--- src/rtl/freq_div_prog.sv ---
// freq_div_prog: runtime-programmable square-wave divider with tick strobe.
// Half-period limit loads via a shadow register, applied at a toggle edge.
//
// Ports:
//   clk_i   system clock, all logic on its rising edge
//   rst_i   synchronous active-high reset
//   en_i    count enable; low freezes count, clk_div and act
//   lim_i   requested half-period minus 1
//   load_i  one-cycle strobe capturing lim_i
//   clk_div divided square wave (registered)
//   tick_o  one-cycle pulse on each clk_div toggle (registered)
//   pend_o  a captured limit is waiting to be applied
module freq_div_prog #(
  parameter int              WIDTH     = 26,
  parameter logic [WIDTH-1:0] DEF_LIM  = 26'd49_999_999,
  parameter bit              IMMEDIATE = 1'b0
) (
  input  logic             clk_i,
  input  logic             rst_i,
  input  logic             en_i,
  input  logic [WIDTH-1:0] lim_i,
  input  logic             load_i,
  output logic             clk_div,
  output logic             tick_o,
  output logic             pend_o
);

  localparam logic [WIDTH-1:0] ONE = {{(WIDTH-1){1'b0}}, 1'b1};

  logic [WIDTH-1:0] cnt;
  logic [WIDTH-1:0] act;
  logic [WIDTH-1:0] pend;
  logic             pend_v;
  logic             div_q;
  logic             tick_q;
  logic             hit;
  logic             imm_ld;

  assign hit    = en_i && (cnt == act);
  assign imm_ld = IMMEDIATE && load_i;

  // Immediate loads restart the count and win over a coincident
  // boundary. Otherwise a new limit only takes effect at a toggle,
  // so the half-period in flight always finishes with the old one.
  always_ff @(posedge clk_i) begin
    if (rst_i) begin
      cnt    <= '0;
      act    <= DEF_LIM;
      pend   <= '0;
      pend_v <= 1'b0;
      div_q  <= 1'b0;
      tick_q <= 1'b0;
    end else if (imm_ld) begin
      act    <= lim_i;
      cnt    <= '0;
      tick_q <= 1'b0;
    end else if (hit) begin
      cnt    <= '0;
      div_q  <= ~div_q;
      tick_q <= 1'b1;
      if (load_i) begin
        act    <= lim_i;
        pend_v <= 1'b0;
      end else if (pend_v) begin
        act    <= pend;
        pend_v <= 1'b0;
      end
    end else begin
      tick_q <= 1'b0;
      if (en_i) begin
        cnt <= cnt + ONE;
      end
      if (load_i) begin
        pend   <= lim_i;
        pend_v <= 1'b1;
      end
    end
  end

  assign clk_div = div_q;
  assign tick_o  = tick_q;
  assign pend_o  = pend_v;

endmodule

--- config.mk ---
export PLATFORM = sky130hd
export DESIGN_NAME = freq_div_prog
export DESIGN_NICKNAME = d
export VERILOG_FILES = /design/src/rtl/freq_div_prog.sv
export SDC_FILE = /design/constraint.sdc
export NUM_CORES = 1
export LEC_CHECK = 0
export ABC_CLOCK_PERIOD_IN_PS = 4400
export BUFFER_PORTS_ARGS = -buffer_cell sky130_fd_sc_hd__buf_2
export CORE_MARGIN = 8
export CORE_UTILIZATION = 30
export CTS_CLUSTER_SIZE = 25
export DETAILED_ROUTE_END_ITERATION = 7
export PLACE_DENSITY_LB_ADDON = 0.3
export SYNTH_ARGS = -nofsm -noshare
export SYNTH_HDL_FRONTEND = slang
export SYNTH_SLANG_ARGS = --single-unit
--- constraint.sdc ---
create_clock -name clk_i -period 4.4 [get_ports clk_i]
set_input_delay 1.32 -clock clk_i [delete_from_list [all_inputs] [get_ports clk_i]]
set_output_delay 1.32 -clock clk_i [all_outputs]
set_load 0.1 [all_outputs]
==> metrics list <==
* Hold path endpoint: pend[5]
- In this run the remaining antenna-violating nets after routing total 0.
- Clock input transition at the sequential cells of the worst setup and hold paths: ~60 ps
- Worst max-slew margin expressed relative to the limit: 64.9%
- The clock tree synthesis step divided the H-tree into 3 levels.
* Chip width: approximately 130 um
- Counting the fill cells in the layout gives 1371.
- Fin. max-slew vios: 0
- The design draws 1590 uW.
- Setup violations remaining at the end of the flow were counted as 0.
- Reg2reg start: cnt[15]
- Most common cell in the netlist: sky130_fd_sc_hd__dfxtp_1
- Non-filler instance count after layout: about 650
- Number of global-route vias before repair: between 3000 and 4000
- The floorplan step set the die height to 133 um.
- In this run the critical register-to-register path is captured at pend[19].
- Summed over all failing endpoints, the final setup total negative slack is 0 ps.
- The synthesized design devotes to its leading area cell type between 30% and 40% of total area.
- Fin nets: 497
- Number of flops mapped to enable cells by yosys: 0
- Timing would allow up to 387 MHz.
- Sorting the synthesized cells by how often they occur yields sky130_fd_sc_hd__dfxtp_1 (81), sky130_fd_sc_hd__nor2_1 (57), sky130_fd_sc_hd__mux2i_1 (53).
- For this run, design rule violations remaining after detail routing come to 0.
- Port Buffer Count: 32
* Buf+Inv Stages, Crit Path: 1
- Cells after Synth: 449
- Entering global routing, the biggest net connects 107 pins.
- When the netlist entered floorplanning its net count stood at 480.
- Length of the first detailed-routing pass in iterations: 4
- Across the run, the number of max-cap violations was 0.
* Initial core utilization: roughly 31%
* Switching Share: 23.6%
- Status: finished clean
- The smallest clock period supported by the final layout is computed as around 2600 ps.
- Sequential fraction of the synthesis area: 39.7%
- The worst hold path was traced through 2 stages.
* Antenna violations before repair: 0
* Final HPWL DP: 6120 um
- Clock skew on the completed layout was measured at 6.99 ps.
- In the final layout, the share of cells above drive strength 1 is between 10% and 20%.
- The cell sitting at the root of the clock tree is a sky130_fd_sc_hd__clkbuf_16.
* Kind of cell with the highest combined delay on the critical path: simple AND/OR/NAND/NOR gates
- Routed Wire Length: 8890 um
* Required time of the worst setup path: approximately 4600 ps
* Chain of cells forming the critical path: buf_2 -> and4_1 -> nand3_1 -> nor4_1 -> xnor2_1 -> nor2_1
- Minimum setup slack among reg-to-reg paths: 2080 ps
* TritonCTS sink count: 81
- Clock tree from TritonCTS: yes
* Latest clock arrival within the worst-skew pair: 340 ps
- Power density of the placed cells: 341 nW/um2
- VDD IR max: 168 uV
- Length in cells of the worst reg-to-reg path: 6
- In the global route stage, overall resource usage came out at 10.3%.
- Clock network fraction of total power: roughly 45%
* Max stage delay on crit path: 440 ps
- Internal power contribution: 1210 uW
* Placeable core area: ~13000 um2
* CTS max path bufs: 2
- Post-CTS setup-driven buffer insertion count: 0
- The largest individual stage delay along the critical path comes from the cell sky130_fd_sc_hd__nor4_1.
- RSZ-0062 raised after global routing: false
* Cts bufs inserted: 9
* Cell Rows: 42
* Detailed-route via count: 2994
- Of the total power, registers draw 47.9%.
- The analysis attributes to cell leakage a power of 0.00180 uW.
- Combinational logic is responsible for 7.4% of the overall power.
* Predominant post-synthesis flop cell: sky130_fd_sc_hd__dfxtp_1
- After synthesis the cells add up to between 4000 and 5000 um2.
- Yosys mapped the design onto 30 distinct sky130hd cell types.
* Iteration-0 DRC Markers: 167
- The largest total area in the synthesized netlist belongs to sky130_fd_sc_hd__dfxtp_1.
- Sorting the synthesized cells by area gives the leading types as sky130_fd_sc_hd__dfxtp_1 (40%), sky130_fd_sc_hd__mux2i_1 (13%), sky130_fd_sc_hd__xnor2_1 (9.0%), sky130_fd_sc_hd__nand2b_1 (8.0%), sky130_fd_sc_hd__nor2_1 (5.2%).
* Worst hold path startpoint: pend[5]
- Share of flip-flops with an asynchronous set or reset after synthesis: 0%
* Tcrit/Tclk final: between 50% and 60%
- Resize count post-CTS: 0
* Utilization after layout: a little over a third
- Critical Path End Type: flip-flop
- The Yosys step of the flow raised 0 warnings.
* Psw: 375 uW
- After detailed placement, the design holds a cell count of 631.
- The first global-routing pass estimated 14800 um of wire.
- Arrival time worst endpoint: 2810 ps
- For this design, the CTS-stage hold fixing added 0 buffers.
- Class of the most critical hold timing path: reg -> reg
- 33 I/O pins were placed.
- The setup path with the least slack is of type in -> reg.
- Floorplan die area: 17600 um2
* Count of state elements after synthesis: 81
- The total overflow left after global routing is 0.
- Relative to the synthesized area, the layout overhead comes to 13.9%.
- In this run the worst path has a maximum fanout of 8.
- The final-report hold violation count is 0.
- A synthesized cell averages 9.10 um2.
- In the routed layout, each cell is associated on average with a via count of 4.63.
- The repair_antennas step left the layout with diodes totalling 0.
* Nature of the critical path startpoint: input port
- After detailed routing, the average wire length per cell comes to 13.7 um.
- The congestion estimate from routability-driven global placement came to 0.773.
- Slew at the pin with the worst max-slew slack: approximately 530 ps
-- cells in the final DEF, fill, tap and decap left out, drive strengths merged, types with 11 or more instances in the layout --
cell type,instances
dfxtp,81
nor2,57
mux2i,53
nand2b,52
xnor2,42
buf,37
nor2b,26
nand4,18
a211oi,18
nand3,12
nor3,12
clkbuf,11
-- logic make-up (layout without fill, tap and decap cells) --
kind of cell               count (synthesis)  count (layout)  synth area share, %
muxes                                     61              61                 15.2
buffers and inverters                     34              56                 3.86
AOI/OAI and AO/OA                         22              22                 4.01
DFF                                       81              81                 39.7
and+or+nand+nor                          199             199                 26.0
xor gates and xnor gates                  51              51                 10.9
adders and majority gates                  1               1                0.306
-- sequential cells by signal, summed over array words and instances, names as in the netlist --
signal	count
tick_o	1
clk_div	1
cnt	26
pend_o	1
pend	26
act	26
-- per-layer routing --
metal,vias to the layer above,GRT usage (%),wire length (um)
met3,11,3.75,421
met2,51,15.7,3970
met1,1379,12.8,4340
li1,1553,-,-
met4,0,4.42,161
met5,-,0,0
-- cell type report --
class	count	area (um2)	area share [%]
multi-input cells	334	2310	49.6
flip-flops and latches	81	1620	34.8
clock buffers	11	253	5.43
well taps	176	220	4.73
repair buffers	37	210	4.52
clock inverters	5	30.0	0.645
inverters	3	11.3	0.242
-- power by group through the flow --
stage | clock network [uW] | logic [uW] | registers [uW]
after floorplan | 0 | 83.0 | 779
after global placement | 0 | 116 | 776
after detailed placement | 0 | 119 | 777
after CTS | 729 | 120 | 760
after global routing | 756 | 132 | 762
final | 711 | 117 | 760
-- worst max-delay path by stage --
stage,end,start,cells past startpoint,slack (ps)
CTS,cnt[24],en_i,6,1810
global route,cnt[24],en_i,6,1610
global placement,pend[20],en_i,6,1520
finish,cnt[24],en_i,6,1820
floorplan,pend[10],en_i,8,1630
detailed placement,pend[19],en_i,6,1470
-- stage by stage --
step,hold WS [ps],cell area [um2],setup WS (ps)
2_1_floorplan,444,4090,1630
3_3_place_gp,453,4370,1520
3_5_place_dp,461,4370,1470
4_1_cts,469,4650,1810
5_1_grt,478,4650,1610
6_report,462,4650,1820
-- tightest hold or removal path, delay by kind of cell, from the launching register on --
| family | cells | cell delay [ps] |
|---|---|---|
| flip-flops | 1 | 300 |
| multiplexers | 1 | 50 |
| AND/OR/NAND/NOR | 1 | 60 |
(Power assumes the default switching activity.)
